## src/rtl/ro_puf_pkg.sv

```systemverilog
// Shared types and default sizing for the ring-oscillator PUF measurement sequencer.
package ro_puf_pkg;

    localparam int unsigned NUM_RO_DEF     = 9;
    localparam int unsigned CNT_W_DEF      = 16;
    localparam int unsigned WINDOW_DEF     = 65536;
    localparam int unsigned SETTLE_CYC_DEF = 4;
    localparam int unsigned CFG_W          = 6;

    typedef enum logic [2:0] {
        StIdle,
        StClear,
        StMeasure,
        StSettle,
        StCapture,
        StCompare,
        StFinish
    } state_e;

endpackage

```

## src/rtl/ro_puf_window_timer.sv

```systemverilog
// Loadable down-counter with a zero flag; shared by the measure and settle phases.
module ro_puf_window_timer #(
    parameter int unsigned WIDTH = 16
) (
    input  logic             clk,
    input  logic             rst_n,
    input  logic             load,
    input  logic [WIDTH-1:0] load_val,
    output logic             zero
);

    logic [WIDTH-1:0] cnt_q;

    always_ff @(posedge clk or negedge rst_n) begin
        if (!rst_n) begin
            cnt_q <= '0;
        end else if (load) begin
            cnt_q <= load_val;
        end else if (cnt_q != '0) begin
            cnt_q <= cnt_q - WIDTH'(1);
        end
    end

    assign zero = (cnt_q == '0);

endmodule

```

## src/rtl/ro_puf_sequencer.sv

```systemverilog
// Sequences one measurement per ring oscillator, then compares adjacent counts into a response.
module ro_puf_sequencer
    import ro_puf_pkg::*;
#(
    parameter int unsigned NUM_RO     = NUM_RO_DEF,
    parameter int unsigned CNT_W      = CNT_W_DEF,
    parameter int unsigned WINDOW     = WINDOW_DEF,
    parameter int unsigned SETTLE_CYC = SETTLE_CYC_DEF
) (
    input  logic                       clk,
    input  logic                       rst_n,
    input  logic                       start,
    input  logic [7:0]                 challenge,
    input  logic [CNT_W-1:0]           ro_count,
    output logic [CFG_W-1:0]           ro_cfg,
    output logic [$clog2(NUM_RO)-1:0]  ro_sel,
    output logic                       ro_en,
    output logic                       cnt_clr,
    output logic                       busy,
    output logic                       done,
    output logic [NUM_RO-2:0]          response
);

    localparam int unsigned SEL_W = $clog2(NUM_RO);
    localparam int unsigned TMR_W = $clog2((WINDOW > SETTLE_CYC) ? WINDOW : SETTLE_CYC);
    localparam logic [TMR_W-1:0] WIN_LOAD = TMR_W'(WINDOW - 1);
    localparam logic [TMR_W-1:0] SET_LOAD = TMR_W'(SETTLE_CYC - 1);
    localparam logic [SEL_W-1:0] LAST_SEL = SEL_W'(NUM_RO - 1);

    state_e             state_q, state_d;
    logic [SEL_W-1:0]   sel_q;
    logic [CFG_W-1:0]   cfg_q;
    logic               en_q, clr_q, busy_q, done_q;
    logic [NUM_RO-2:0]  resp_q, resp_d;
    logic [CNT_W-1:0]   count_q [NUM_RO];
    logic               tmr_load, tmr_zero;
    logic [TMR_W-1:0]   tmr_val;
    logic               accept, last;

    // A held START is taken straight out of FINISH so runs go back-to-back.
    assign accept = start && ((state_q == StIdle) || (state_q == StFinish));
    assign last   = (sel_q == LAST_SEL);

    ro_puf_window_timer #(
        .WIDTH (TMR_W)
    ) u_timer (
        .clk      (clk),
        .rst_n    (rst_n),
        .load     (tmr_load),
        .load_val (tmr_val),
        .zero     (tmr_zero)
    );

    always_comb begin
        state_d  = state_q;
        tmr_load = 1'b0;
        tmr_val  = WIN_LOAD;
        unique case (state_q)
            StIdle:    if (start) state_d = StClear;
            StClear: begin
                state_d  = StMeasure;
                tmr_load = 1'b1;
                tmr_val  = WIN_LOAD;
            end
            StMeasure: begin
                if (tmr_zero) begin
                    state_d  = StSettle;
                    tmr_load = 1'b1;
                    tmr_val  = SET_LOAD;
                end
            end
            StSettle:  if (tmr_zero) state_d = StCapture;
            StCapture: state_d = last ? StCompare : StClear;
            StCompare: state_d = StFinish;
            StFinish:  state_d = start ? StClear : StIdle;
            default:   state_d = StIdle;
        endcase
    end

    always_comb begin
        resp_d = '0;
        for (int i = 0; i < NUM_RO - 1; i++) begin
            resp_d[i] = (count_q[i+1] > count_q[i]);
        end
    end

    // Outputs are registered from the next state so the oscillator enable never glitches.
    always_ff @(posedge clk or negedge rst_n) begin
        if (!rst_n) begin
            state_q <= StIdle;
            sel_q   <= '0;
            cfg_q   <= '0;
            en_q    <= 1'b0;
            clr_q   <= 1'b0;
            busy_q  <= 1'b0;
            done_q  <= 1'b0;
            resp_q  <= '0;
        end else begin
            state_q <= state_d;
            en_q    <= (state_d == StMeasure);
            clr_q   <= (state_d == StClear);
            busy_q  <= (state_d != StIdle);
            done_q  <= (state_d == StFinish);
            if (accept) begin
                cfg_q <= challenge[CFG_W-1:0];
                sel_q <= '0;
            end else if ((state_q == StCapture) && !last) begin
                sel_q <= sel_q + SEL_W'(1);
            end
            if (state_q == StCompare) begin
                resp_q <= resp_d;
            end
        end
    end

    always_ff @(posedge clk or negedge rst_n) begin
        if (!rst_n) begin
            for (int i = 0; i < NUM_RO; i++) begin
                count_q[i] <= '0;
            end
        end else if (state_q == StCapture) begin
            count_q[sel_q] <= ro_count;
        end
    end

    assign ro_cfg   = cfg_q;
    assign ro_sel   = sel_q;
    assign ro_en    = en_q;
    assign cnt_clr  = clr_q;
    assign busy     = busy_q;
    assign done     = done_q;
    assign response = resp_q;

endmodule
```

## config.mk

```make
export PLATFORM = sky130hd
export DESIGN_NAME = ro_puf_sequencer
export DESIGN_NICKNAME = d
export VERILOG_FILES = /design/src/rtl/ro_puf_pkg.sv /design/src/rtl/ro_puf_window_timer.sv /design/src/rtl/ro_puf_sequencer.sv
export SDC_FILE = /design/constraint.sdc
export NUM_CORES = 1
export LEC_CHECK = 0
export ABC_AREA = 1
export BUFFER_PORTS_ARGS = -buffer_cell sky130_fd_sc_hd__buf_4
export CAP_MARGIN = 30
export CORE_ASPECT_RATIO = 1.1
export CORE_MARGIN = 2
export CORE_UTILIZATION = 40
export CTS_BUF_LIST = sky130_fd_sc_hd__clkbuf_4 sky130_fd_sc_hd__clkbuf_8
export CTS_CLUSTER_SIZE = 16
export DETAILED_ROUTE_END_ITERATION = 10
export SYNTH_ARGS = -nofsm -noshare
export SYNTH_HDL_FRONTEND = slang
export SYNTH_SLANG_ARGS = --single-unit
```

## constraint.sdc

```tcl
create_clock -name clk -period 3.5 [get_ports clk]
set_input_delay 0.7 -clock clk [delete_from_list [all_inputs] [get_ports clk]]
set_output_delay 0.7 -clock clk [all_outputs]
set_load 0.03 [all_outputs]
```

==> impl_results.md, run 1 <==
* Status: completed
* Layout cells sized above 1 at 10.3%
* Compound-gate portion of the synthesized area at 12.5%
* Min Tclk post-route at 2.34 ns
* CTS Buf Count at 17
* Final Max Tran Viols at 0
* Max Cap Violations at 0
* Clk root buf: clkbuf_8
* Register area share after synthesis at 42.5%
* Post-synthesis mux area share at 0%
* Post-Synth Simple-Gate Area at 19.3%
* Total track usage at 17.2%
* CTS Buffer Depth at 2
* Cell taking the most area after synthesis: dfrtp_1
* Hold buffer count at CTS at 0
* Die Y at 177 um
* Post-route ant nets at 0
* Worst-Skew Late Latency at 0.47 ns
* Slew margin rel. at 41.9%
* Critical path class: flop to flop
* Syn nets at 1464
* Setup violation total in the final timing report at 0
* CTS tree: yes
* Syn. warnings at 0
* First-pass GRT wire length at 38900 um
* Syn Std Cell Area at 10900 um2
* TNS Setup at 0 ns
* Worst vdd ir at 0.000216 V
* PD cells at 342 nW/um2
* Data required, critical path at 3.86 ns
* Worst hold slack at 0.185 ns
* Tightest Hold Check Type: primary input to async pin
* Starting density of the core at 40.5%
* Vias/cell at 4.75
* Remaining DRCs at 0
* Grt total ovfl at 0
* Most frequent cells in the layout: nand2_1, inv_1, dfrtp_1
* Worst setup EP type: flop
* Initial antenna violation count at 0
* Post-Synth Adder-Cell Area at 15.3%
* Max H-tree Level at 4
* Max Clock Skew at 0.0122 ns
* # rows at 63
* Sink Count at 185
* Worst Reg-to-Reg Cells at 4
* Top cell type's share of synthesized area at 42.5%
* Setup Fix Bufs, Post-CTS at 0
* Vias at 8147
* CP startpoint kind: flop
* Worst r2r dst: count_q[102]$_DFFE_PN0P_
* Fmax at 427 MHz
* Worst-path clk slew at 0.10 ns
* Synth unique cells at 31
* Routed WL per cell at 13.5 um
* Pre-antenna DRT Iters at 4
* Worst Path Arrival at 2.70 ns
* Leakage at 7.33 nW
* Post-Syn Instances at 1304
* Reg2Reg Launch Point: state_q[0]$_DFF_PN0_
* Final #Nets at 1504
* Crit Path Max Fanout at 32
* Core box area at 26900 um2
* Input/output buffers at 46
* Initial DRC count at 358
* WL final at 23100 um
* Routability cong. at 0.851
* Endpoints failing hold at 0
* Die ar. at 28500 um2
* Seq cells post-synth at 185
* R2r setup slk at 1.16 ns
* Commonest non-fill, non-tap cell in the layout: nand2_1
* Largest net degree at the start of global routing at 62
* Die width at 161 um
* Mean Syn Cell Area at 8.35 um2
* Hpwl dp at 16900 um
* Crit share post-route at 66.9%
* XOR/XNOR share of the synthesized area at 0.402%
* Io pins at 49
* # diodes at 0
* Worst-margin pin slew at 0.868 ns
* Post_cts resized at 0
* Synth area leaders: dfrtp_1, ha_1, nand2_1
* Vias in the first global route at 7882
* Largest family of logic cells by synthesized area: simple AND/OR/NAND/NOR gates
* RSZ-0062 raised after global routing: false
* Layout area overhead at 9.97%
==> layout make-up <==
cell class                      instances  area, um2
Timing Repair Buffer                   51        402
Inverter                              213        800
Fill cell                            2684      14900
Sequential cell                       185       4630
Tap cell                              357        447
Clock buffer                           19        262
Clock inverter                         13        260
Multi-Input combinational cell        876       5170
==> logic make-up after synthesis <==
| logic type | count (synthesis) |
|---|---|
| AND/OR/NAND/NOR | 500 |
| buffers and inverters | 243 |
| flip-flops | 185 |
| XOR/XNOR | 5 |
| adder cells (fa/ha/maj) | 133 |
| AO/OA/AOI/OAI | 238 |
==> worst max-delay path by stage <==
stage                                from                  endpoint  slack, ns  cells past startpoint
floorplan           ro_sel[0]$_DFFE_PN0P_    count_q[1]$_DFFE_PN0P_       1.72                      8
detailed placement   state_q[0]$_DFF_PN0_  count_q[102]$_DFFE_PN0P_       1.15                      4
finish               state_q[0]$_DFF_PN0_  count_q[102]$_DFFE_PN0P_       1.16                      4
global route         state_q[0]$_DFF_PN0_  count_q[101]$_DFFE_PN0P_       0.95                      4
CTS                  state_q[0]$_DFF_PN0_  count_q[102]$_DFFE_PN0P_       1.15                      4
global placement     state_q[0]$_DFF_PN0_  count_q[100]$_DFFE_PN0P_       1.20                      4
==> sequential cells by signal (all words and copies together) (netlist names) <==
name and flops:
busy 1, cnt_clr 1, count_q 144, done 1
response 8, ro_cfg 6, ro_en 1, ro_sel 4
state_q 3, u_timer.cnt_q 16
==> per-layer routing <==
metal / global-route usage, % / vias to the layer above / routed length [um]
met1: 22.6 / 3782 / 11300
met2: 29.6 / 91 / 11000
met3: 2.53 / 22 / 545
met5: 0 / - / 0
li1: - / 4252 / -
met4: 4.54 / 0 / 285
==> synth_stat cells <==
master / instances
nand2_1: 365
inv_1: 209
dfrtp_1: 185
ha_1: 133
o21ai_0: 94
nor2_1: 77
a21oi_1: 54
o21ai_1: 38
o21ai_2: 35
nand3_1: 27
buf_6: 19
nand4_1: 12
a21o_1: 8
buf_2: 8
a31oi_1: 7
nor2_2: 5
inv_2: 4
nand3_4: 4
nand4_4: 3
xnor2_1: 3
nor2_4: 2
o211ai_1: 2
xor2_1: 2
buf_12: 1
buf_4: 1
clkbuf_1: 1
nand2_2: 1
nand2_4: 1
nand3_2: 1
nor3_1: 1
nor3_4: 1
==> worst max-delay path: stages (launching register included) <==
cell and delay, ns:
dfrtp_1 0.47, nor3_4 0.76, nand4_4 0.65, nand2_1 0.26, o21ai_2 0.07
==> per-stage QoR <==
step,setup slack (ns),util (%),power (mW),std cells,area (um2)
final,1.16,44.5,4.10,1714,12000
after global routing,0.946,44.5,4.23,1714,12000
after CTS,1.15,44.5,4.14,1714,12000
after detailed placement,1.15,42.6,2.30,1682,11400
after global placement,1.20,42.6,2.30,1682,11400
after floorplan,1.72,-,2.20,1304,10900
==> report_power, final <==
group	total [mW]	internal [mW]	switching, mW
combinational	0.113	0.0232	0.0900
clock	1.85	1.04	0.808
sequential	2.14	2.14	0
total	4.10	3.20	0.898
No activity file was read; power rests on OpenSTA's default activity.
==> inputs of run 2 (changes only) <==
Clock period 3.5 ns to 2.4 ns, I/O delays scaled along.
==> run 2 against run 1 <==
Net effect: largest power group unchanged; combinational power is 53% higher; non-clock buffer count grew 2; routed wire length decreased by 0.16%; hold slack improved by 0.012 ns; core utilization is essentially flat; count of clock-buffer cells in the layout rose by 2.
==> impl_results.md, run 2 (synthesis gave the netlist of run 1 again) <==
* Status: completed (unchanged)
* Max Cap Violations at 0 (unchanged)
* Biggest register: count_q (unchanged)
* CP startpoint: ro_sel[0]$_DFFE_PN0P_ (was state_q[0]$_DFF_PN0_)
* Die Y at 177 um (unchanged)
* Crit share post-route at 78.8% (was 66.9%)
* Max reg flops at 144 (unchanged)
* Data required, critical path at 2.73 ns (was 3.86 ns)
* Worst-Skew Late Latency at 0.47 ns (about the same)
* Min Tclk post-route at 1.89 ns (was 2.34 ns)
* CTS tree: yes (unchanged)
* Pre-antenna DRT Iters at 5 (was 4)
* Max H-tree Level at 4 (unchanged)
* Fmax at 529 MHz (was 427 MHz)
* Post-route ant nets at 0 (unchanged)
* Final #Nets at 1506 (was 1504)
* Worst path cell trace: inv_1, ha_1, nand3_2, nor2_2, inv_2, nand2_1, o21ai_0 (was nor3_4, nand4_4, nand2_1, o21ai_2)
* Clk root buf: clkbuf_8 (unchanged)
* CTS Buf Count at 17 (unchanged)
* Tightest Hold Check Type: primary input to flop (was primary input to async pin)
* Worst setup margin at 0.509 ns (was 1.16 ns)
* RSZ-0062 raised after global routing: false (unchanged)
* Setup violation total in the final timing report at 0 (unchanged)
* First-pass GRT wire length at 39500 um (was 38900 um)
* Critical path class: flop to flop (unchanged)
* Io pins at 49 (unchanged)
* Worst-path clk slew at 0.10 ns (about the same)
* Worst setup EP type: flop (unchanged)
* Worst Reg-to-Reg Cells at 7 (was 4)
* Largest delay contributor family on the critical path: simple AND/OR/NAND/NOR gates (unchanged)
* Crit Path Max Fanout at 30 (was 32)
* Input/output buffers at 46 (unchanged)
* Hold Crit Depth at 3
* WHS Endpoint: ro_cfg[1]$_DFFE_PN0P_
* PnR Total Power at 5.75 mW (was 4.10 mW)
* Endpoints failing hold at 0 (unchanged)
* Worst Path Arrival at 2.22 ns (was 2.70 ns)
* TNS Setup at 0 ns (unchanged)
* R2r setup slk at 0.51 ns (was 1.16 ns)
* Final Max Tran Viols at 0 (unchanged)
* Buf+Inv Stages, Crit Path at 2 (was 0)
* Worst r2r dst: count_q[3]$_DFFE_PN0P_ (was count_q[102]$_DFFE_PN0P_)
* Placed inst area at 11500 um2 (was 11400 um2)
* Slowest CP cell: dfrtp_1 (was nor3_4)
* Routability cong. at 0.815 (was 0.851)
* Worst min-delay path startpoint: challenge[1]
* Layout cells sized above 1 at 10.4% (was 10.3%)
* Leakage at 7.33 nW (about the same)
* Starting density of the core at 40.5% (unchanged)
* Post-Place Cells at 1683 (was 1682)
* Initial DRC count at 318 (was 358)
* Routed WL per cell at 13.4 um (was 13.5 um)
* Max Clock Skew at 0.0118 ns (was 0.0122 ns)
* # diodes at 0 (unchanged)
* Non-filler cells, final at 1716 (was 1714)
* Largest net degree at the start of global routing at 62 (unchanged)
* Initial antenna violation count at 0 (unchanged)
* PD cells at 481 nW/um2 (was 342 nW/um2)
* WL final at 23100 um (about the same)
* CTS Buffer Depth at 2 (unchanged)
* Placement Setup Slack at 0.520 ns (was 1.15 ns)
* # rows at 63 (unchanged)
* Worst hold slack at 0.197 ns (was 0.185 ns)
* Setup Fix Bufs, Post-CTS at 0 (unchanged)
* Core box area at 26900 um2 (unchanged)
* Post-route design area at 12000 um2 (about the same)
* Reg2Reg Launch Point: ro_sel[0]$_DFFE_PN0P_ (was state_q[0]$_DFF_PN0_)
* Worst vdd ir at 0.000305 V (was 0.000216 V)
* Final Util at 44.5% (about the same)
* Hpwl dp at 16900 um (about the same)
* Most frequent cells in the layout: nand2_1, inv_1, dfrtp_1 (unchanged)
* Post_cts resized at 0 (unchanged)
* Fill cells at 2681 (was 2684)
* Remaining DRCs at 0 (unchanged)
* Vias at 8164 (was 8147)
* Vias in the first global route at 8043 (was 7882)
* Peak per-stage delay on the critical path at 0.45 ns (was 0.76 ns)
* Total track usage at 17.4% (was 17.2%)
* Worst-margin pin slew at 0.679 ns (was 0.868 ns)
* Die width at 161 um (unchanged)
* Slew margin rel. at 54.7% (was 41.9%)
* Layout area overhead at 9.89% (was 9.97%)
* Vias/cell at 4.76 (was 4.75)
* Die ar. at 28500 um2 (unchanged)
* CP startpoint kind: flop (unchanged)
* Commonest non-fill, non-tap cell in the layout: nand2_1 (unchanged)
* Grt total ovfl at 0 (unchanged)
* Sink Count at 185 (unchanged)
[run 2: cell types whose count changed in the layout (fill, tap and decap cells not counted), moves of 2 or more]
cell and delta:
inv_6 -3, buf_12 +2, bufinv_16 -2, clkbuf_4 +2
clkinv_2 +2, clkinv_4 +2
[run 2: power breakdown]
part / total [mW] / internal [mW] / leakage (nW) / switching, mW
combinational: 0.173 / 0.0393 / 5.36 / 0.134
clock: 2.46 / 1.32 / 0.237 / 1.14
sequential: 3.11 / 3.11 / 1.73 / 0
total: 5.75 / 4.47 / 7.33 / 1.27
[run 2: timing repair]
action	CTS	global route
hold buffers	1	0
endpoints found under the hold margin	17	0
endpoints found under the setup margin	0	0
[run 2: how the worst max path moves through the flow]
stage	to	slack, ns	depth (start not counted)
2_1_floorplan	count_q[1]$_DFFE_PN0P_	0.62	8
3_3_place_gp	count_q[3]$_DFFE_PN0P_	0.58	7
3_5_place_dp	count_q[11]$_DFFE_PN0P_	0.52	7
4_1_cts	count_q[9]$_DFFE_PN0P_	0.49	7
5_1_grt	count_q[3]$_DFFE_PN0P_	0.32	7
6_report	count_q[3]$_DFFE_PN0P_	0.51	7
[run 2: worst reg2reg max path: stages (launching register included)]
cell and delay [ns]:
dfrtp_1 0.45, inv_1 0.16, ha_1 0.33, nand3_2 0.17
nor2_2 0.22, inv_2 0.22, nand2_1 0.12, o21ai_0 0.08
[run 2: per-layer routing]
metal	share of wire [%]	vias to the layer above	track usage (%)
met3	2.8	20	2.98
met5	0	-	0
met2	47	108	29.4
li1	-	4252	-
met4	1.6	0	4.80
met1	48	3784	23.2
[run 2: cell type report]
class	count	area (um2)	share of cell area, %
multi-input combinational	876	5170	43.2
sequential	185	4630	38.7
inverter	213	800	6.68
tap	357	447	3.73
timing repair buffer	53	444	3.71
clock buffer	21	277	2.31
clock inverter	11	194	1.62
==> inputs of run 3 (changes only) <==
Clock period 2.4 ns to 1.9 ns, I/O delays scaled along.
==> run 3 against run 2 <==
Net effect: final cell count up 0.47%; largest cell class unchanged; highest routed layer unchanged; via count is 0.88% higher; worst setup slack got worse by 0.29 ns; critical endpoint is now count_q[5]$_DFFE_PN0P_; final area about the same.
==> impl_results.md, run 3 (synthesis gave the netlist of run 1 again) <==
* Status: completed (unchanged)
* Tightest Hold Check Type: primary input to flop (unchanged)
* Die width at 161 um (unchanged)
* Max layer used: met4 (unchanged)
* Endpoints failing hold at 0 (unchanged)
* Placed inst area at 11500 um2 (about the same)
* Worst Path Arrival at 2.01 ns (was 2.22 ns)
* Routability cong. at 0.815 (about the same)
* Max reg flops at 144 (unchanged)
* CTS Buffer Depth at 2 (unchanged)
* Starting density of the core at 40.5% (unchanged)
* Data required, critical path at 2.23 ns (was 2.73 ns)
* Die ar. at 28500 um2 (unchanged)
* Worst setup margin at 0.220 ns (was 0.509 ns)
* Worst hold slack at 0.100 ns (was 0.197 ns)
* DR WL met3 at 489 um (was 655 um)
* Hpwl dp at 17300 um (was 16900 um)
* Final Max Tran Viols at 0 (unchanged)
* WL final at 23300 um (was 23100 um)
* Post-route design area at 12000 um2 (about the same)
* Int Pwr at 5.35 mW (was 4.47 mW)
* Worst vdd ir at 0.000417 V (was 0.000305 V)
* Clock power frac at 39.9% (was 42.8%)
* Post-route ant nets at 0 (unchanged)
* Largest net degree at the start of global routing at 44 (was 62)
* Leakage at 7.34 nW (was 7.33 nW)
* Placement Setup Slack at 0.178 ns (was 0.520 ns)
* First-pass GRT wire length at 39300 um (was 39500 um)
* Vias at 8236 (was 8164)
* Worst setup EP type: flop (unchanged)
* Vias in the first global route at 7880 (was 8043)
* RSZ-0062 raised after global routing: false (unchanged)
* Max Cap Violations at 0 (unchanged)
* Grt total ovfl at 0 (unchanged)
* # rows at 63 (unchanged)
* Total track usage at 17.3% (was 17.4%)
* Switching power at 1.55 mW (was 1.27 mW)
* TNS Setup at 0 ns (unchanged)
* Clk root buf: clkbuf_8 (unchanged)
* Vias/cell at 4.78 (was 4.76)
* Sequential power share at 57.0% (was 54.2%)
* R2r setup slk at 0.22 ns (was 0.51 ns)
* Input/output buffers at 46 (unchanged)
* Setup Fix Bufs, Post-CTS at 0 (unchanged)
* Layout cells sized above 1 at 11.0% (was 10.4%)
* Worst-Skew Late Latency at 0.47 ns (about the same)
* Min Tclk post-route at 1.68 ns (was 1.89 ns)
* Max Clock Skew at 0.0132 ns (was 0.0118 ns)
* Crit Path Max Fanout at 30 (unchanged)
* Routed WL per cell at 13.5 um (was 13.4 um)
* Initial DRC count at 435 (was 318)
* CP startpoint kind: flop (unchanged)
* Initial antenna violation count at 0 (unchanged)
* # diodes at 0 (unchanged)
* Layout area overhead at 9.98% (was 9.89%)
* Metal1 wirelength at 11300 um (was 11100 um)
* Remaining DRCs at 0 (unchanged)
* CTS tree: yes (unchanged)
* Max H-tree Level at 4 (unchanged)
* Non-filler cells, final at 1724 (was 1716)
* Met2 WL post-DR at 11100 um (was 10900 um)
* Worst-path clk slew at 0.09 ns (was 0.10 ns)
* PD cells at 576 nW/um2 (was 481 nW/um2)
* Slew margin rel. at 60.5% (was 54.7%)
* Final #Nets at 1515 (was 1506)
* Core box area at 26900 um2 (unchanged)
* Biggest register: count_q (unchanged)
* Worst-margin pin slew at 0.591 ns (was 0.679 ns)
* Die Y at 177 um (unchanged)
* Net Sw Frac at 22.5% (was 22.2%)
* Sink Count at 185 (unchanged)
* Combinational Power Share at 3.1% (was 3.0%)
* Commonest non-fill, non-tap cell in the layout: nand2_1 (unchanged)
* Crit share post-route at 88.4% (was 78.8%)
* Post-Place Cells at 1692 (was 1683)
* Most frequent cells in the layout: nand2_1, inv_1, dfrtp_1 (unchanged)
* Pre-antenna DRT Iters at 4 (was 5)
* Setup violation total in the final timing report at 0 (unchanged)
* Fmax at 595 MHz (was 529 MHz)
* CTS Buf Count at 17 (unchanged)
* Io pins at 49 (unchanged)
* Critical path class: flop to flop (unchanged)
## run 3: changes by cell type in the layout (fill, tap and decap cells not counted), sizes merged
cell and delta:
clkinv -3, bufinv -3, buf +9, clkinvlp +1, clkbuf +4
## run 3: path summary, 6_finish.rpt
path,startpoint,endpoint,depth (start not counted)
worst max-delay path,ro_sel[0]$_DFFE_PN0P_,count_q[5]$_DFFE_PN0P_,7
worst min-delay path,challenge[5],ro_cfg[5]$_DFFE_PN0P_,3
worst max register to register,ro_sel[0]$_DFFE_PN0P_,count_q[5]$_DFFE_PN0P_,7
worst min register to register,response[1]$_DFFE_PN0N_,response[1]$_DFFE_PN0N_,2
max in group asynchronous,rst_n,count_q[104]$_DFFE_PN0P_,3
min in group asynchronous,rst_n,ro_cfg[2]$_DFFE_PN0P_,2
## run 3: cell type report
class	count	area (um2)
well taps	357	447
repair buffers	62	512
clock inverters	6	88.8
inverters	213	802
flip-flops and latches	185	4630
fillers	2660	14900
clock buffers	25	319
multi-input cells	876	5170
## run 3: repair_timing
action	CTS	global route
resized for setup	0	3
endpoints found under the hold margin	37	0
hold buffers	1	0
setup endpoints to repair	0	6
## run 3: metrics by stage
step	power (mW)	utilization, %
final	6.90	44.5
after global placement	4.24	43.0
after global routing	7.14	44.5
after floorplan	4.05	-
after detailed placement	4.24	43.0
after CTS	6.98	44.5
## run 3: power groups by stage
stage	Combinational, mW	Sequential [mW]	Clock (mW)
floorplan	0.0368	4.01	0
global placement	0.224	4.01	0
detailed placement	0.225	4.01	0
CTS	0.228	3.93	2.82
global route	0.245	3.93	2.96
finish	0.217	3.93	2.75
## run 3: routing by layer
layer,track usage [%],up-vias
met3,2.44,21
met1,23.4,3855
met2,29.1,88
met4,5.13,0
met5,0,-
li1,-,4272
## run 3: critical path: stages (launching register included)
cell and delay [ns]:
dfrtp_1 0.44, inv_1 0.16, ha_1 0.21, nand3_2 0.13
nor2_2 0.25, inv_4 0.16, nand2_1 0.09, o21ai_0 0.08
